$ cat src/rtl/cpu_pkg.sv
// Shared constants for the accumulator CPU: widths, opcodes and controller state encodings.
package cpu_pkg;
    localparam int DATA_W = 8;
    localparam int ADDR_W = 5;

    localparam logic [2:0] OP_IN   = 3'b011;
    localparam logic [2:0] OP_OUT  = 3'b100;
    localparam logic [2:0] OP_DEC  = 3'b101;
    localparam logic [2:0] OP_JNZ  = 3'b110;
    localparam logic [2:0] OP_HALT = 3'b111;

    localparam logic [1:0] ST_FETCH  = 2'd0;
    localparam logic [1:0] ST_DECODE = 2'd1;
    localparam logic [1:0] ST_EXEC   = 2'd2;
    localparam logic [1:0] ST_HALT   = 2'd3;

    function automatic logic [2:0] opcode_of(input logic [DATA_W-1:0] instr);
        return instr[7:5];
    endfunction
endpackage

$ cat src/rtl/datapath_if.sv
// Controller <-> datapath link: control strobes one way, IR and A-nonzero flag back.
interface datapath_if;
    import cpu_pkg::*;

    logic              ir_load;
    logic              pc_load;
    logic              jnz_mux;
    logic              inmux;
    logic              a_load;
    logic              halt;
    logic [DATA_W-1:0] ir;
    logic              an_0;

    modport master (
        output ir_load, pc_load, jnz_mux, inmux, a_load, halt,
        input  ir, an_0
    );

    modport slave (
        input  ir_load, pc_load, jnz_mux, inmux, a_load, halt,
        output ir, an_0
    );
endinterface

$ cat src/rtl/prog_mem.sv
// Program memory: asynchronous read port (instruction fetch), synchronous write port (loader).
module prog_mem
    import cpu_pkg::*;
#(
    parameter int DW = DATA_W,
    parameter int AW = ADDR_W
) (
    input  logic          clk,
    input  logic          we,
    input  logic [AW-1:0] waddr,
    input  logic [DW-1:0] wdata,
    input  logic [AW-1:0] raddr,
    output logic [DW-1:0] rdata
);
    logic [DW-1:0] mem_reg [2**AW];

    // Read is combinational, so a same-cycle write is only visible after the edge.
    assign rdata = mem_reg[raddr];

    always_ff @(posedge clk) begin
        if (we) begin
            mem_reg[waddr] <= wdata;
        end
    end
endmodule

$ cat src/rtl/datapath.sv
// Accumulator CPU datapath: PC, IR, A, sticky halt flag and program memory, obeying controller strobes.
module datapath
    import cpu_pkg::*;
(
    input  logic              clock,
    input  logic              clear,
    datapath_if.slave         ctrl,
    input  logic [DATA_W-1:0] in_data,
    input  logic              prog_we,
    input  logic [ADDR_W-1:0] prog_addr,
    input  logic [DATA_W-1:0] prog_data,
    output logic [DATA_W-1:0] out_data,
    output logic [ADDR_W-1:0] pc,
    output logic              halted
);
    logic [ADDR_W-1:0] pc_reg, pc_next;
    logic [DATA_W-1:0] ir_reg, ir_next;
    logic [DATA_W-1:0] a_reg, a_next;
    logic              halted_reg, halted_next;
    logic [DATA_W-1:0] mem_rdata;
    logic              mem_we;

    // A write in the same cycle as clear is dropped.
    assign mem_we = prog_we & ~clear;

    prog_mem #(
        .DW (DATA_W),
        .AW (ADDR_W)
    ) u_prog_mem (
        .clk   (clock),
        .we    (mem_we),
        .waddr (prog_addr),
        .wdata (prog_data),
        .raddr (pc_reg),
        .rdata (mem_rdata)
    );

    always_comb begin
        pc_next     = pc_reg;
        ir_next     = ir_reg;
        a_next      = a_reg;
        halted_next = halted_reg | ctrl.halt;
        if (!halted_reg) begin
            if (ctrl.pc_load) begin
                pc_next = ctrl.jnz_mux ? ir_reg[ADDR_W-1:0] : pc_reg + ADDR_W'(1);
            end
            if (ctrl.ir_load) begin
                ir_next = mem_rdata;
            end
            if (ctrl.a_load) begin
                a_next = ctrl.inmux ? in_data : a_reg - DATA_W'(1);
            end
        end
    end

    always_ff @(posedge clock) begin
        if (clear) begin
            pc_reg     <= '0;
            ir_reg     <= '0;
            a_reg      <= '0;
            halted_reg <= 1'b0;
        end else begin
            pc_reg     <= pc_next;
            ir_reg     <= ir_next;
            a_reg      <= a_next;
            halted_reg <= halted_next;
        end
    end

    assign ctrl.ir   = ir_reg;
    assign ctrl.an_0 = |a_reg;
    assign out_data  = a_reg;
    assign pc        = pc_reg;
    assign halted    = halted_reg;
endmodule

$ cat src/flat_wrapper.sv
// flat-port wrapper written by rule: the top's interface ports become plain ports
module datapath_flat import cpu_pkg::*;
  (clock, clear, in_data, prog_we, prog_addr, prog_data, out_data, pc, halted, ctrl_ir_load, ctrl_pc_load, ctrl_jnz_mux, ctrl_inmux, ctrl_a_load, ctrl_halt, ctrl_ir, ctrl_an_0);
  datapath_if ctrl_i ();
  input  logic clock;
  input  logic clear;
  input  logic [DATA_W-1:0] in_data;
  input  logic prog_we;
  input  logic [ADDR_W-1:0] prog_addr;
  input  logic [DATA_W-1:0] prog_data;
  output logic [DATA_W-1:0] out_data;
  output logic [ADDR_W-1:0] pc;
  output logic halted;
  input wire logic [$bits(ctrl_i.ir_load)-1:0] ctrl_ir_load;
  input wire logic [$bits(ctrl_i.pc_load)-1:0] ctrl_pc_load;
  input wire logic [$bits(ctrl_i.jnz_mux)-1:0] ctrl_jnz_mux;
  input wire logic [$bits(ctrl_i.inmux)-1:0] ctrl_inmux;
  input wire logic [$bits(ctrl_i.a_load)-1:0] ctrl_a_load;
  input wire logic [$bits(ctrl_i.halt)-1:0] ctrl_halt;
  output wire logic [$bits(ctrl_i.ir)-1:0] ctrl_ir;
  output wire logic [$bits(ctrl_i.an_0)-1:0] ctrl_an_0;
  assign ctrl_i.ir_load = ctrl_ir_load;
  assign ctrl_i.pc_load = ctrl_pc_load;
  assign ctrl_i.jnz_mux = ctrl_jnz_mux;
  assign ctrl_i.inmux = ctrl_inmux;
  assign ctrl_i.a_load = ctrl_a_load;
  assign ctrl_i.halt = ctrl_halt;
  assign ctrl_ir = ctrl_i.ir;
  assign ctrl_an_0 = ctrl_i.an_0;
  datapath u_core (.clock(clock), .clear(clear), .ctrl(ctrl_i), .in_data(in_data), .prog_we(prog_we), .prog_addr(prog_addr), .prog_data(prog_data), .out_data(out_data), .pc(pc), .halted(halted));
endmodule
$ cat config.mk
export PLATFORM = sky130hd
export DESIGN_NAME = datapath_flat
export DESIGN_NICKNAME = d
export VERILOG_FILES = /design/src/rtl/cpu_pkg.sv /design/src/rtl/datapath_if.sv /design/src/rtl/prog_mem.sv /design/src/rtl/datapath.sv /design/src/flat_wrapper.sv
export SDC_FILE = /design/constraint.sdc
export NUM_CORES = 1
export LEC_CHECK = 0
export BUFFER_PORTS_ARGS = -buffer_cell sky130_fd_sc_hd__buf_4
export CAP_MARGIN = 20
export CORE_MARGIN = 3
export CORE_UTILIZATION = 61
export DETAILED_ROUTE_END_ITERATION = 12
export GPL_ROUTABILITY_DRIVEN = 0
export PLACE_DENSITY_LB_ADDON = 0.3
export SLEW_MARGIN = 0
export SYNTH_ARGS = -nofsm -noshare
export SYNTH_HDL_FRONTEND = slang
export SYNTH_HIERARCHICAL = 1
export SYNTH_SLANG_ARGS = --single-unit
$ cat constraint.sdc
create_clock -name clock -period 3.1 [get_ports clock]
set_input_delay 0 -clock clock [delete_from_list [all_inputs] [get_ports clock]]
set_output_delay 0 -clock clock [all_outputs]
set_load 0.05 [all_outputs]
**Word level (Yosys, flattened, before mapping)**

Memories as Yosys holds them, arrays and structs flattened. A register that Yosys moved wholly into a read port is not among the register bits.
Cells that the tools add are included.

- Logic and storage cells: 18
- Bits in registers: 14
- Output and inout port bits: 23
- Memories kept: 1
- Input bits: 30
- RAM bits: 256

Memory list:

| name | words | bits a word | rd ports | clocked after Yosys merged registers in | wr ports | RTL line | text |
|---|---|---|---|---|---|---|---|
| u_core.u_prog_mem.mem_reg | 32 | 8 | 1 | 1 | 1 | prog_mem.sv:15 | `logic [DW-1:0] mem_reg [2**AW];` |

- Reduce and logical (&&, ||, !) cells: 4
- Mux-type cells: 4
- Bitwise gates (word level): 4
- Add/sub/neg operators: 2

Operator list:

| cell | count |
|---|---|
| $mux 8 | 1 |
| $reduce_or 8->1 | 1 |
| $sub 8x1->8 const B | 1 |
| $reduce_and 2->1 | 3 |
| $add 5x1->5 const B | 1 |
| $mux 5 | 1 |
| $mux 1 | 2 |
| $not 1->1 | 2 |
| $and 1x1->1 | 1 |
| $or 1x1->1 | 1 |

**Depth between registers and ports, before layout**

Gate-level depths: netlist of run 1.

- Depth after elaboration: 4
- Mapped depth: 7
- Gate-level depth less buffers: 5

**Hierarchy**

Netlist of run 1, hierarchy kept.

By module, submodules not included:

| module | times used | cells each | area each (um2) |
|---|---|---|---|
| prog_mem | 1 | 409 | 9893.2 |
| datapath | 1 | 136 | 1189.9 |

**Worst setup path after synthesis of run 1**

OpenSTA, ideal clock, no wires.

- Path kind: reg-to-reg
- Start: register u_core.pc_reg[2] (netlist: u_core/pc[2])
- End: register u_core.ir_reg[0] (netlist: u_core/ctrl.ir[0]) (read register of u_core.u_prog_mem.mem_reg)
- Cell stages (with the launch flop): 8
- Arrival time: 2.591 ns
- Path slack: 0.382 ns
- Data required time: 2.972 ns
- Setup time: 0.128 ns
- Buffers on the path: 2
- Cells stage by stage: dfxtp_1 > clkbuf_1 > clkbuf_1 > mux4_2 > mux4_2 > mux2_2 > mux2i_1 > nor2_1

RTL lines:

| what | RTL line | text |
|---|---|---|
| from (decl) | datapath.sv:16 | `logic [ADDR_W-1:0] pc_reg, pc_next;` |
| from (signal assigned) | datapath.sv:63 | `pc_reg <= pc_next;` |
| to (decl) | datapath.sv:17 | `logic [DATA_W-1:0] ir_reg, ir_next;` |

==> results of run 1 <==
-- worst max-delay path: cells and delay by family (launching register included) --
family                 cells  cell delay (ns)
buffers and inverters      1             0.26
DFF                        1             0.37
muxes                      4             1.62
and+or+nand+nor            1             0.06
-- stage by stage --
step | instances | util (%) | hold slack [ns] | setup slack (ns)
after detailed placement | 820 | 67.6 | 0.213 | 0.651
after global routing | 903 | 75.0 | 0.163 | 0.508
after CTS | 902 | 74.8 | 0.135 | 0.613
after global placement | 820 | 67.6 | 0.210 | 0.670
final | 903 | 75.0 | 0.158 | 0.597
after floorplan | 545 | - | 0.0989 | 0.382
-- layout make-up --
cell class / instances / area (um2) / share of cell area [%]
Clock inverter: 22 / 262 / 1.99
Inverter: 6 / 22.5 / 0.171
Timing Repair Buffer: 108 / 943 / 7.18
Clock buffer: 30 / 708 / 5.39
Multi-Input combinational cell: 234 / 2800 / 21.3
Tap cell: 225 / 282 / 2.14
Sequential cell: 278 / 8130 / 61.9
-- per-layer routing --
metal	global-route usage [%]	wire length, um	up-vias
li1	-	-	2479
met1	37.1	9680	3076
met2	41.2	12300	382
met3	7.43	2700	60
met4	9.33	866	0
met5	0	0	-
-- worst min path at each step --
stage / slack [ns] / end / from / cells after the start
after floorplan: 0.1 / u_core/u_prog_mem/mem_reg[0][0]$_DFFE_PP_ / prog_data[0] / 0
after global placement: 0.21 / u_core/halted$_SDFF_PP0_ / ctrl_halt / 3
after detailed placement: 0.21 / u_core/halted$_SDFF_PP0_ / ctrl_halt / 3
after CTS: 0.14 / u_core/u_prog_mem/mem_reg[7][2]$_DFFE_PP_ / prog_addr[2] / 4
after global routing: 0.16 / u_core/u_prog_mem/mem_reg[7][2]$_DFFE_PP_ / prog_addr[2] / 4
final: 0.16 / u_core/u_prog_mem/mem_reg[28][1]$_DFFE_PP_ / prog_addr[3] / 4
-- cells in the final DEF (no fill, tap or decap), drive strengths merged, types with 7 or more instances in the layout --
cell type    count
mux2            10
dfxtp           22
inv              7
clkbuf          30
nor2            51
clkinv          12
edfxtp         256
nand3b           8
dlygate4sd3     30
mux2i            9
mux4            80
a21oi            9
buf             78
-- power by group through the flow --
stage	Clock, uW	Combinational (uW)	Sequential (uW)
2_1_floorplan	0	318	4320
3_3_place_gp	0	576	4260
3_5_place_dp	0	591	4260
4_1_cts	3530	633	4180
5_1_grt	3690	681	4180
6_report	3490	640	4180
-- logic make-up (layout without fill, tap and decap cells) --
family / Yosys count / in the layout / share of synthesized area [%]
AND/OR/NAND/NOR: 101 / 101 / 4.99
buffers and inverters: 33 / 166 / 1.44
flip-flops: 278 / 278 / 73.3
multiplexers: 99 / 99 / 18.1
AO/OA/AOI/OAI: 31 / 31 / 1.81
adder cells (fa/ha/maj): 3 / 3 / 0.339
-- repair_timing --
action                    CTS  global route
hold endpoints to repair  278             0
hold buffers               30             0
resized for setup           0             0
==> out/results.md, run 1 <==
| Parameter | Reported |
|:---|:---|
| Run status | finished clean |
| TritonCTS clock tree | yes |
| Final period demand of the worst path | 2.50 ns |
| Predominant post-synthesis flop cell | sky130_fd_sc_hd__edfxtp_1 |
| Fraction of power spent switching nets | 21.8% |
| Number of failing setup endpoints in the final timing report | 0 |
| Data required time at the worst endpoint | 3.52 ns |
| Pin count of the biggest net entering global routing | 70 |
| Post-synthesis instance total | 545 |
| Maximum clock skew at final layout | 0.0125 ns |
| Initial Utilization | 63.2% |
| Floorplan die area | 0.0198 mm2 |
| Synthesized area per cell | 20.3 um2 |
| Internal reg-to-reg setup slack | 0.60 ns |
| Startpoint class of the critical path | register |
| Via count of the first global-routing pass | 6,222 |
| Async set or reset register ratio after synthesis | 0% |
| Worst setup path startpoint | u_core/pc[0]$_SDFFE_PP0P_ |
| Net Count, Synth | 578 |
| Worst slew margin relative to its limit | 25.4% |
| Number of buffers inserted to repair setup after CTS | 0 |
| Filler cell count | 936 |
| Post-detailed-placement cell area | 0.0118 mm2 |
| CTS sink count | 278 |
| Worst vdd rail ir drop | 0.439 mV |
| EDFF count, synth | 256 |
| Standby leakage power | 0.00426 uW |
| Initial DRT Pass Iterations | 5 |
| Master of the slowest instance on the critical path | sky130_fd_sc_hd__mux4_2 |
| Worst setup endpoint | u_core/ctrl.ir[4]$_SDFFE_PP0P_ |
| Slew at the pin closest to its max-slew limit | 1.11 ns |
| Library cell appearing most often on the critical path | sky130_fd_sc_hd__mux4_2 |
| Reg2Reg Capture Point | u_core/ctrl.ir[4]$_SDFFE_PP0P_ |
| Gate power share | 7.7% |
| Most repeated cell in the gate-level netlist after synthesis | sky130_fd_sc_hd__edfxtp_1 |
| Cell internal pwr | 6500 uW |
| Highest fanout seen on the critical path | 37 |
| Max-capacitance violation count | 0 |
| HPWL after detailed placement | 14,400 um |
| Vias | 5,997 |
| Number of rows in the core area | 48 |
| Sequential element share of the synthesized area | 73.3% |
| Antenna viol nets, final | 0 |
| Vias per cell | 6.64 |
| Synth warn | 6 |
| Worst EP arrival | 2.92 ns |
| Maximum level of the CTS H-tree | 1 |
| Clock tree buffer depth | 3 |
| Part of the total power dissipated in sequential elements | 50.3% |
| Clock Tree Root | sky130_fd_sc_hd__clkbuf_16 |
| Sum of negative setup slack | 0 ns |
| Worst min-delay path class | input pin to register |
| Worst Reg2Reg Path Length in Cells | 6 |
| Overall Global Routing Usage | 26.5% |
| Antenna fix cells | 0 |
| Initial antenna violation count | 0 |
| Synthesized area | 0.0111 mm2 |
| Clock-pin slew on the worst setup and hold paths | 0.06 ns |
| Power per standard cell area | 632 mW/mm2 |
| Chip height | 141 um |
| Startpoint of the worst-slack reg-to-reg timing path | u_core/pc[0]$_SDFFE_PP0P_ |
| Total net switching power | 1810 uW |
| Detailed-route DRC error count | 0 |
| Final wirelength | 25,600 um |
| Maximum single-stage delay on the critical path | 0.61 ns |
| Area of the core region | 0.0175 mm2 |
| Share of the synthesized area in the top cell type | 69.4% |
| Signed area change from the synthesized netlist to the final layout | 18.6% |
| Post-layout total power | 8310 uW |
| Fraction of power consumed by the clock network | 42.0% |
| Average detailed-routed wire length per instance | 28.3 um |
| Post-synthesis sequential element count | 278 |
| Width of the die | 141 um |
| Num ports | 53 |
| Flip-flop count of the largest register, all copies and words added | 256 |
| Setup repair after global routing missed its margin | false |
| Hold Fails Final Rpt | 0 |
| Final cell area excluding filler cells | 0.0131 mm2 |
| Dominant cells by area after synthesis | sky130_fd_sc_hd__edfxtp_1 69%, sky130_fd_sc_hd__mux4_2 16%, sky130_fd_sc_hd__dfxtp_1 4.0% |
| Number of pins exceeding their max-slew limit in the final report | 0 |
| Final-stage net count | 689 |
| Leading post-synthesis cells by instance count | 256 x sky130_fd_sc_hd__edfxtp_1, 80 x sky130_fd_sc_hd__mux4_2, 51 x sky130_fd_sc_hd__nor2_1 |
| Count of cell types in the netlist | 44 |
| TritonCTS Buffers | 28 |
| Count of input and output buffers | 52 |
| Sum of overflow across all layers after global routing | 0 |
| Wire length of the first global-routing pass | 38,700 um |
| Kind of capture point of the worst setup path | register |
| Ratio of final minimum period to clock period | 80.7% |
| Library cell with the largest summed area after synthesis | sky130_fd_sc_hd__edfxtp_1 |
| Start-to-end type of the worst setup path | register to register |
| Latest clock arrival within the worst-skew pair | 0.54 ns |
| Number of violations reported at the end of detailed-routing iteration 0 | 644 |
| Cell-by-cell listing of the critical path | buf_12 > mux4_2 > mux4_2 > mux2_2 > mux2i_1 > nor2_1 |
| Layout cell share with drive strength beyond 1 | 33.3% |
| Achievable frequency | 399 MHz |
Power figures use the tool's default switching activity.
==> inputs of run 2 (changes only) <==
CORE_UTILIZATION = 55   (was 61)
clock period = 2.02 ns   (was 3.1 ns; I/O delays follow)
==> run 2 against run 1 <==
  * The flow now finishes with violations (setup timing)
  * Worst hold slack got worse by 0.12 ns
  * Wire length decreased by 1.7%
  * Clock skew increased by 0.0066 ns
  * Cell area increased by 2.8%
  * Critical path type unchanged
  * Highest routed layer unchanged
==> out/results.md, run 2 (synthesized netlist as in run 1, its figures left out) <==
| Parameter | Reported |
|:---|:---|
| Master of the slowest instance on the critical path | sky130_fd_sc_hd__mux4_2 |
| Final period demand of the worst path | 2.42 ns |
| Worst vdd rail ir drop | 0.679 mV |
| Average detailed-routed wire length per instance | 25.9 um |
| Hold Fails Final Rpt | 0 |
| Highest fanout seen on the critical path | 7 |
| Sum of overflow across all layers after global routing | 0 |
| Wire length of the first global-routing pass | 38,600 um |
| Clock tree buffer depth | 3 |
| Worst setup slack before clock tree synthesis | -0.373 ns |
| Max-capacitance violation count | 0 |
| TritonCTS clock tree | yes |
| Worst hold path depth | 4 |
| Maximum single-stage delay on the critical path | 0.55 ns |
| Number of violations reported at the end of detailed-routing iteration 0 | 676 |
| Chip height | 148 um |
| Ratio of final minimum period to clock period | 120% |
| Kind of capture point of the worst setup path | register |
| Num ports | 53 |
| Data required time at the worst endpoint | 2.44 ns |
| Gate power share | 8.8% |
| Maximum level of the CTS H-tree | 1 |
| Number of failing setup endpoints in the final timing report | 8 |
| Post-layout total power | 12,500 uW |
| Worst Reg2Reg Path Length in Cells | 7 |
| Violated checks | setup timing |
| Setup repair after global routing missed its margin | true |
| Start-to-end type of the worst setup path | register to register |
| Standby leakage power | 0.00443 uW |
| Maximum clock skew at final layout | 0.0191 ns |
| Antenna viol nets, final | 0 |
| Most common library cell in the layout ignoring fill and taps | sky130_fd_sc_hd__edfxtp_1 |
| Top library cells by usage in the layout, fill and taps aside | 256 x sky130_fd_sc_hd__edfxtp_1, 93 x sky130_fd_sc_hd__buf_4, 80 x sky130_fd_sc_hd__mux4_2 |
| Cell internal pwr | 9790 uW |
| Latest clock arrival within the worst-skew pair | 0.54 ns |
| Number of rows in the core area | 51 |
| Pin count of the biggest net entering global routing | 33 |
| Antenna fix cells | 0 |
| CTS sink count | 278 |
| Fraction of power spent switching nets | 21.6% |
| Detailed-route DRC error count | 0 |
| Worst EP arrival | 2.84 ns |
| Vias per cell | 6.16 |
| Fraction of power consumed by the clock network | 39.9% |
| Floorplan die area | 0.0219 mm2 |
| Sum of negative setup slack | -2.73 ns |
| Clock-pin slew on the worst setup and hold paths | 0.06 ns |
| HPWL after detailed placement | 15,600 um |
| Part of the total power dissipated in sequential elements | 51.3% |
| Power per standard cell area | 924 mW/mm2 |
| Final-stage net count | 718 |
| Filler-free cell count of the finished design | 971 |
| Startpoint class of the critical path | register |
| Slew at the pin closest to its max-slew limit | 0.771 ns |
| Area of the core region | 0.0197 mm2 |
| Clock Tree Root | sky130_fd_sc_hd__clkbuf_16 |
| Number of pins exceeding their max-slew limit in the final report | 0 |
| Final wirelength | 25,100 um |
| TritonCTS Buffers | 28 |
| Run status | complete, but fails checks |
| Overall Global Routing Usage | 23.7% |
| Layout cell share with drive strength beyond 1 | 35.6% |
| Width of the die | 148 um |
| Cell total after placement | 884 |
| Initial antenna violation count | 0 |
| Signed area change from the synthesized netlist to the final layout | 21.9% |
| Achievable frequency | 414 MHz |
| Minimum setup slack in the final design | -0.397 ns |
| Flip-flop count of the largest register, all copies and words added | 256 |
| Library cell appearing most often on the critical path | sky130_fd_sc_hd__mux4_2 |
| Total net switching power | 2700 uW |
| Filler cell count | 1,255 |
| Vias | 5,986 |
| Count of input and output buffers | 52 |
| Cell-by-cell listing of the critical path | buf_6 > buf_16 > mux4_2 > mux4_2 > mux2_4 > mux2i_2 > nor2_1 |
| Initial DRT Pass Iterations | 7 |
| Via count of the first global-routing pass | 6,171 |
| Worst slew margin relative to its limit | 48.5% |
| Worst min-delay path class | input pin to register |
| Initial Utilization | 56.4% |
run 2: area by class of cell:
type / count / area (um2) / share of cell area [%]
inverter: 6 / 22.5 / 0.167
clock inverter: 18 / 179 / 1.32
clock buffer: 33 / 719 / 5.32
multi-input combinational: 234 / 2830 / 21.0
sequential: 278 / 8140 / 60.2
tap: 265 / 332 / 2.45
timing repair buffer: 137 / 1290 / 9.54
run 2: path summary, 6_finish.rpt:
path                                  start                               to  slack [ns]
max               u_core/pc[0]$_SDFFE_PP0P_   u_core/ctrl.ir[6]$_SDFFE_PP0P_       -0.40
min                              in_data[7]  u_core/out_data[7]$_SDFFE_PP0P_        0.04
max reg2reg       u_core/pc[0]$_SDFFE_PP0P_   u_core/ctrl.ir[6]$_SDFFE_PP0P_       -0.40
min reg2reg  u_core/ctrl.ir[7]$_SDFFE_PP0P_   u_core/ctrl.ir[7]$_SDFFE_PP0P_        0.55
run 2: critical path, delay by kind of cell (launching register included):
family                 cells  cell delay (ns)
muxes                      4             1.53
DFF                        1             0.39
buffers and inverters      2             0.29
and+or+nand+nor            1             0.08
run 2: repair_timing:
action | in CTS | in global routing
endpoints found under the setup margin | 8 | 10
buffers inserted | 4 | 3
gates resized for setup | 11 | 10
cloned | 3 | 0
hold endpoints to repair | 278 | 0
pin swaps | 0 | 3
hold buffers | 30 | 0
run 2: metal layers:
metal	vias to the layer above	global-route usage (%)	wire length, um
met5	-	0	0
met4	0	6.10	520
met3	44	4.72	2200
met2	280	37.2	11800
met1	3130	35.1	10600
li1	2532	-	-
run 2: metrics by stage:
step           hold WS, ns  utilization, %  area (um2)
3_5_place_dp         0.228            61.7       12100
3_3_place_gp         0.216            61.7       12100
2_1_floorplan       0.0989               -       11200
6_report            0.0390            68.7       13500
5_1_grt             0.0160            68.7       13500
4_1_cts             0.0122            68.6       13500
run 2: power groups by stage:
stage	logic (uW)	registers [uW]	clock network [uW]
6_report	1100	6410	4980
3_3_place_gp	935	6530	0
2_1_floorplan	521	6620	0
5_1_grt	1160	6420	5330
3_5_place_dp	962	6530	0
4_1_cts	1080	6410	5060
